$ cat src/rtl/truth_table_pkg.sv
// Shared definitions for the truth-table arbiter slice: FSM state encoding,
// default sizing, and the round-robin search-order helper.
package truth_table_pkg;

  localparam int DEF_N_REQ = 4;
  localparam int DEF_CNT_W = 16;

  typedef logic [1:0] state_t;

  localparam state_t ST_IDLE = 2'd0;
  localparam state_t ST_EVAL = 2'd1;
  localparam state_t ST_RESP = 2'd2;

  // Position visited at step k of a search that starts just after ptr.
  function automatic int rr_index(input int ptr, input int k, input int n);
    return (ptr + k) % n;
  endfunction

endpackage

$ cat src/rtl/truth_table_arbiter_if.sv
// Request and result channels of the truth-table arbiter. The arbiter is the
// slave; requesters and the result consumer together form the master side.
interface truth_table_arbiter_if #(
  parameter int N_REQ = truth_table_pkg::DEF_N_REQ
);
  localparam int ID_W = $clog2(N_REQ);

  logic [N_REQ-1:0]   req_valid;
  logic [3*N_REQ-1:0] req_abc;
  logic [N_REQ-1:0]   req_ready;
  logic               res_valid;
  logic               res_ready;
  logic               res_p;
  logic [ID_W-1:0]    res_id;

  modport master (
    output req_valid, req_abc, res_ready,
    input  req_ready, res_valid, res_p, res_id
  );

  modport slave (
    input  req_valid, req_abc, res_ready,
    output req_ready, res_valid, res_p, res_id
  );

endinterface

$ cat src/rtl/truth_table_arbiter_rr_grant_picker.sv
// Combinational round-robin picker: first requester after the pointer wins,
// reported both one-hot and encoded.
module rr_grant_picker
  import truth_table_pkg::*;
#(
  parameter int N_REQ = DEF_N_REQ,
  parameter int ID_W  = $clog2(N_REQ)
) (
  input  logic [N_REQ-1:0] i_req,
  input  logic [ID_W-1:0]  i_ptr,
  output logic [N_REQ-1:0] o_grant,
  output logic [ID_W-1:0]  o_idx,
  output logic             o_any
);

  logic [ID_W-1:0] w_pos;
  logic            w_hit;

  // Walk pointer+1 .. pointer+N_REQ; only the first set bit may hit.
  always_comb begin
    o_grant = '0;
    o_idx   = '0;
    o_any   = 1'b0;
    w_pos   = '0;
    w_hit   = 1'b0;
    for (int k = 1; k <= N_REQ; k++) begin
      w_pos          = ID_W'(rr_index(int'(i_ptr), k, N_REQ));
      w_hit          = i_req[w_pos] & ~o_any;
      o_grant[w_pos] = w_hit;
      o_idx          = w_hit ? w_pos : o_idx;
      o_any          = o_any | w_hit;
    end
  end

endmodule

$ cat src/rtl/truth_table_logic.sv
// Gate-level evaluator: p = a'bc | ab'c' | abc.
module truth_table_logic (
  input  wire a,
  input  wire b,
  input  wire c,
  output wire p
);

  wire w_na;
  wire w_nb;
  wire w_nc;
  wire w_t0;
  wire w_t1;
  wire w_t2;

  not u_na (w_na, a);
  not u_nb (w_nb, b);
  not u_nc (w_nc, c);
  and u_t0 (w_t0, w_na, b, c);
  and u_t1 (w_t1, a, w_nb, w_nc);
  and u_t2 (w_t2, a, b, c);
  or  u_p  (p, w_t0, w_t1, w_t2);

endmodule

$ cat src/rtl/truth_table_arbiter.sv
// Shares one truth_table_logic evaluator among N_REQ requesters with
// round-robin arbitration and a single backpressured result channel.
module truth_table_arbiter
  import truth_table_pkg::*;
#(
  parameter int N_REQ = DEF_N_REQ,
  parameter int CNT_W = DEF_CNT_W
) (
  input  logic                 clk,
  input  logic                 rst_n,
  truth_table_arbiter_if.slave bus,
  output logic [CNT_W-1:0]     eval_cnt,
  output logic                 busy
);

  localparam int ID_W = $clog2(N_REQ);

  state_t            r_state;
  state_t            w_next_state;
  logic [ID_W-1:0]   r_rr_ptr;
  logic [2:0]        r_operand;
  logic [ID_W-1:0]   r_op_id;
  logic              r_res_valid;
  logic              r_res_p;
  logic [ID_W-1:0]   r_res_id;
  logic [CNT_W-1:0]  r_eval_cnt;

  logic [N_REQ-1:0]  w_grant;
  logic [ID_W-1:0]   w_idx;
  logic              w_any;
  logic [2:0]        w_abc_sel;
  logic              w_p;
  logic              w_accept;
  logic              w_load_res;
  logic              w_res_hs;

  rr_grant_picker #(
    .N_REQ (N_REQ),
    .ID_W  (ID_W)
  ) u_picker (
    .i_req   (bus.req_valid),
    .i_ptr   (r_rr_ptr),
    .o_grant (w_grant),
    .o_idx   (w_idx),
    .o_any   (w_any)
  );

  truth_table_logic u_eval (
    .a (r_operand[2]),
    .b (r_operand[1]),
    .c (r_operand[0]),
    .p (w_p)
  );

  // AND-OR mux keeps unknowns on non-granted lanes out of the operand.
  always_comb begin
    w_abc_sel = 3'b000;
    for (int i = 0; i < N_REQ; i++) begin
      w_abc_sel = w_abc_sel | ({3{w_grant[i]}} & bus.req_abc[3*i +: 3]);
    end
  end

  // FSM state register.
  always_ff @(posedge clk) begin
    if (!rst_n) begin
      r_state <= ST_IDLE;
    end else begin
      r_state <= w_next_state;
    end
  end

  // FSM next-state logic.
  always_comb begin
    w_next_state = r_state;
    case (r_state)
      ST_IDLE: w_next_state = w_any ? ST_EVAL : ST_IDLE;
      ST_EVAL: w_next_state = ST_RESP;
      ST_RESP: w_next_state = w_res_hs ? ST_IDLE : ST_RESP;
      default: w_next_state = ST_IDLE;
    endcase
  end

  // FSM outputs; grants are suppressed while reset is held.
  always_comb begin
    bus.req_ready = '0;
    w_accept      = 1'b0;
    w_load_res    = 1'b0;
    w_res_hs      = 1'b0;
    case (r_state)
      ST_IDLE: begin
        bus.req_ready = rst_n ? w_grant : '0;
        w_accept      = rst_n & w_any;
      end
      ST_EVAL: w_load_res = 1'b1;
      ST_RESP: w_res_hs   = r_res_valid & bus.res_ready;
      default: w_accept   = 1'b0;
    endcase
  end

  // Operand, pointer, result and counter registers.
  always_ff @(posedge clk) begin
    if (!rst_n) begin
      r_rr_ptr    <= ID_W'(N_REQ - 1);
      r_operand   <= 3'b000;
      r_op_id     <= '0;
      r_res_valid <= 1'b0;
      r_res_p     <= 1'b0;
      r_res_id    <= '0;
      r_eval_cnt  <= '0;
    end else begin
      if (w_accept) begin
        r_operand <= w_abc_sel;
        r_op_id   <= w_idx;
        r_rr_ptr  <= w_idx;
      end
      if (w_load_res) begin
        r_res_p     <= w_p;
        r_res_id    <= r_op_id;
        r_res_valid <= 1'b1;
      end
      if (w_res_hs) begin
        r_res_valid <= 1'b0;
        if (r_eval_cnt != {CNT_W{1'b1}}) begin
          r_eval_cnt <= r_eval_cnt + CNT_W'(1);
        end
      end
    end
  end

  assign bus.res_valid = r_res_valid;
  assign bus.res_p     = r_res_p;
  assign bus.res_id    = r_res_id;
  assign eval_cnt      = r_eval_cnt;
  assign busy          = (r_state != ST_IDLE);

endmodule

$ cat src/flat_wrapper.sv
// flat-port wrapper written by rule: the top's interface ports become plain ports
module truth_table_arbiter_flat import truth_table_pkg::*;
#(
  parameter int N_REQ = DEF_N_REQ,
  parameter int CNT_W = DEF_CNT_W
)
  (clk, rst_n, eval_cnt, busy, bus_req_valid, bus_req_abc, bus_res_ready, bus_req_ready, bus_res_valid, bus_res_p, bus_res_id);
  truth_table_arbiter_if #(.N_REQ(N_REQ)) bus_i ();
  input  logic clk;
  input  logic rst_n;
  output logic [CNT_W-1:0] eval_cnt;
  output logic busy;
  input wire logic [$bits(bus_i.req_valid)-1:0] bus_req_valid;
  input wire logic [$bits(bus_i.req_abc)-1:0] bus_req_abc;
  input wire logic [$bits(bus_i.res_ready)-1:0] bus_res_ready;
  output wire logic [$bits(bus_i.req_ready)-1:0] bus_req_ready;
  output wire logic [$bits(bus_i.res_valid)-1:0] bus_res_valid;
  output wire logic [$bits(bus_i.res_p)-1:0] bus_res_p;
  output wire logic [$bits(bus_i.res_id)-1:0] bus_res_id;
  assign bus_i.req_valid = bus_req_valid;
  assign bus_i.req_abc = bus_req_abc;
  assign bus_i.res_ready = bus_res_ready;
  assign bus_req_ready = bus_i.req_ready;
  assign bus_res_valid = bus_i.res_valid;
  assign bus_res_p = bus_i.res_p;
  assign bus_res_id = bus_i.res_id;
  truth_table_arbiter #(.N_REQ(N_REQ), .CNT_W(CNT_W)) u_core (.clk(clk), .rst_n(rst_n), .bus(bus_i), .eval_cnt(eval_cnt), .busy(busy));
endmodule
$ cat config.mk
export PLATFORM = sky130hd
export DESIGN_NAME = truth_table_arbiter_flat
export DESIGN_NICKNAME = d
export VERILOG_FILES = /design/src/rtl/truth_table_pkg.sv /design/src/rtl/truth_table_arbiter_if.sv /design/src/rtl/truth_table_arbiter_rr_grant_picker.sv /design/src/rtl/truth_table_logic.sv /design/src/rtl/truth_table_arbiter.sv /design/src/flat_wrapper.sv
export SDC_FILE = /design/constraint.sdc
export NUM_CORES = 1
export LEC_CHECK = 0
export CORE_UTILIZATION = 44
export DETAILED_ROUTE_END_ITERATION = 6
export PLACE_DENSITY_LB_ADDON = 0.25
export SYNTH_ARGS = -nofsm -noshare
export SYNTH_HDL_FRONTEND = slang
export SYNTH_SLANG_ARGS = --single-unit
$ cat constraint.sdc
create_clock -name clk -period 4.3 [get_ports clk]
set_clock_uncertainty 0.2 [all_clocks]
set_input_delay 1.29 -clock clk [delete_from_list [all_inputs] [get_ports clk]]
set_output_delay 1.29 -clock clk [all_outputs]
set_load 0.02 [all_outputs]
==> results by group <==
Drt
  – Detailed Route Iter0 Violations: 100
  – Initial DRT Pass Iterations: 4
  – Final Routed Wirelength: ~4600 um
  – Final ANT Viol Nets: 0
  – Vias: 1,881
  – WL/cell: 13.6 um
  – Remaining DRCs: 0
  – Vias/cell: approximately 5.5

Clock tree
  – Clock sinks: 29
  – TritonCTS Buffers: 5
  – Clock Tree Buf Depth: 2
  – CTS H-tree depth: 2
  – Root Driver: clkbuf_8
  – Clock Pin Slew Worst Setup and Hold Paths: 0.06 ns
  – CTS tree: yes
  – Clock Latency Late Sink: between 0.2 and 0.3 ns
  – Hold Buf Count CTS: 0

Global routing
  – Gr usage total: 23.7%
  – Grt total ovfl: 0
  – Initial antenna violation count: 0
  – First-pass GRT wire length: between 7000 and 8000 um
  – Largest net degree at the start of global routing: 20
  – Vias in the first global route: between 1.5k and 2k

Timing
  – Slew Limit Fails: 0
  – FMAX: 216 MHz
  – Setup WS post-layout: -0.333 ns
  – RSZ-0062 raised after global routing: true
  – Slew headroom: about half
  – Min cycle time layout: 4.63 ns
  – Worst-Margin Slew: 0.738 ns
  – Period utilisation layout: 108%
  – # setup viols final: 7
  – Hold violation count in the final report: 0

Outcome
  – Status: finished with violations
  – Failing checks: setup timing

Cells and area
  – Area of the multi-input gates: about 1100 sq um
  – Area added between synthesis and finish: 52.0%
  – Reg area: between 500 and 600 sq um
  – Share of cells above drive strength 1: a little over a quarter
  – Design Area, Final: 2690 sq um
  – N_diodes: 0
  – Fill cells: 285
  – Final nets: ~320
  – Non-Filler Instances: 340
  – Finished Core Util: between 70% and 80%

Worst setup path
  – Crit Path Class: in2out
  – Crit start category: input port
  – CP Capture Type: primary output
  – Critical path required time: between 2 and 3 ns
  – WP data arrival: 3.14 ns
  – CP max FO: 4

Power
  – PwrDens: between 500 and 600 nW/um^2
  – Leak: 1.09 nW
  – Maximum vdd drop: 0.405 mV

Place
  – Dpl cell area: approximately 2400 sq um
  – GP Congestion: around 0.85
  – Buffers on Ports: 43
  – Placed Cells: roughly 310
  – Final HPWL DP: 3090 um

Synth
  – Post-synthesis sequential area ratio: 32.8%
  – Leading area contributor after synthesis: dfxtp_1
  – Post-synthesis cell type count: 42
  – Syn_area_per_cell: roughly 8.5 sq um
  – Mapped Nets: 232
  – Synth Warn #: 0
  – Netlist Area Pre-Place: 1770 sq um
  – Yosys reg bits: 29
  – Post-Syn Instances: 207
  – Synth top area share: 32.8%
  – Largest cells by area after synthesis: dfxtp_1 (33%), mux2i_1 (4.5%), ha_1 (4.2%), nor2_1 (4.2%), nand2_1 (3.8%)

Min path
  – Hold WC Path Type: reg2reg

Floorplan
  – Area of the die: 4280 sq um
  – Cell Rows: 22
  – I/O Pins: between 40 and 50
  – Die Height: 65.4 um
  – Die W: 65.4 um
  – Initial cell density of the core: 46.9%
  – Core area: 3770 sq um

Flow run
  – Max-cap violations: 0
## report_power, final
part,internal [mW],switching [mW]
Sequential,0.310,0.0224
Clock,0.144,0.106
Combinational,0.568,0.438
Total,1.02,0.567
## cell families after synthesis
| logic type | after synthesis | share of synthesized area (%) |
|---|---|---|
| buffers and inverters | 17 | 4.10 |
| muxes | 13 | 10.5 |
| adders and majority gates | 6 | 4.24 |
| xor gates and xnor gates | 7 | 3.47 |
| and+or+nand+nor | 86 | 26.0 |
| DFF | 29 | 32.8 |
| AOI/OAI and AO/OA | 49 | 18.9 |
## timing repair
item | in CTS | in global routing
setup buffers | 16 | 2
hold endpoints to repair | 0 | 0
pin swaps | 4 | 2
cloned | 0 | 0
endpoints found under the setup margin | 4 | 7
gates resized for setup | 49 | 2
## sequential cells by signal (all words and copies together) (netlist names)
| register | count |
|---|---|
| u_core.bus.res_p | 1 |
| u_core.r_op_id | 2 |
| u_core.r_operand | 3 |
| u_core.r_rr_ptr | 2 |
| u_core.bus.res_valid | 1 |
| u_core.r_state | 2 |
| u_core.eval_cnt | 16 |
| u_core.bus.res_id | 2 |
## final timing paths
kind,startpoint,end,slack [ns],cells after the start
worst max-delay path,bus_req_valid[2],bus_req_ready[0],-0.33,8
worst min-delay path,u_core.r_operand[2],u_core.r_operand[2],0.25,2
worst max register to register,u_core.r_rr_ptr[0],u_core.r_operand[1],0.32,22
worst min register to register,u_core.r_operand[2],u_core.r_operand[2],0.25,2
## final cells by class
cell class	count	area share, %
timing repair buffer	87	28.8
inverter	7	0.977
tap	48	2.23
sequential	29	21.6
clock inverter	1	0.186
multi-input combinational	161	42.6
clock buffer	7	3.58
## cells in the mapped netlist
library cell and count:
o21ai_0 9, or3_1 6, o31ai_1 1, inv_1 7
and2_1 2, buf_6 1, and3b_1 1, nand3b_1 4
o211ai_1 4, and3_1 2, o2111ai_1 3, mux4_2 3
a211oi_1 3, or2b_1 1, nor2_1 20, mux4_1 1
xor2_1 7, ha_1 6, buf_2 1, nand2_1 18
a21oi_1 10, a22oi_1 3, a31oi_1 4, a311oi_1 2
a222oi_1 1, or4_1 2, a32oi_1 7, or2_2 2
clkbuf_1 8, nor3_1 1, or3b_1 1, nor2b_1 9
mux2_2 1, a21o_1 1, nand4_1 5, and4_1 2
mux2i_1 8, nand3_1 6, o22a_1 1, or4b_4 1
nand2b_1 3, dfxtp_1 29
## worst max-delay path: stages
cell,delay [ns]
buf_8,0.10
mux4_2,0.51
or4b_4,0.54
buf_4,0.17
a22oi_2,0.19
nand2_1,0.11
nor2_2,0.09
buf_4,0.14
## cells in the final DEF, fill, tap and decap left out, types with 2 or more instances in the layout
master           Yosys  routed
nor2b_1              9       8
or2_2                2       2
clkdlybuf4s50_1      0      35
a22oi_2              0       3
inv_1                7       7
a31oi_1              4       4
nand4_1              5       5
a21oi_1             10      10
a32oi_1              7       7
a211oi_1             3       2
mux2i_1              8       8
nor2_2               0       2
nor2_1              20      18
nand3_1              6       6
and4_1               2       2
or3_1                6       6
and2_1               2       2
buf_4                0      44
xor2_1               7       7
ha_1                 6       6
nand3b_1             4       4
o21ai_0              9       9
nand2b_1             3       3
and3_1               2       2
o2111ai_1            3       3
o211ai_1             4       4
buf_6                1       7
a311oi_1             2       2
mux4_2               3       4
or4_1                2       2
clkbuf_8             0       7
dfxtp_1             29      29
nand2_1             18      18
## metrics by stage
stage               hold slack [ns]  TNS, ns  worst slack [ns]  power, mW
finish                        0.253    -1.66            -0.333       1.59
CTS                           0.255    -1.12            -0.341       1.54
global route                  0.279    -2.09            -0.388       1.68
floorplan                     0.226   -0.533            -0.244      0.794
global placement              0.251    -4.39             -1.19       1.08
detailed placement            0.246    -4.61             -1.24       1.09
## per-layer routing
| layer | global-route usage [%] | routed length, um | vias up |
|---|---|---|---|
| li1 | - | - | 944 |
| met1 | 30.0 | 2220 | 893 |
| met2 | 38.9 | 2140 | 37 |
| met3 | 6.42 | 191 | 7 |
| met4 | 7.34 | 62 | 0 |
| met5 | 0 | 0 | - |
No activity file was read; power rests on OpenSTA's default activity.
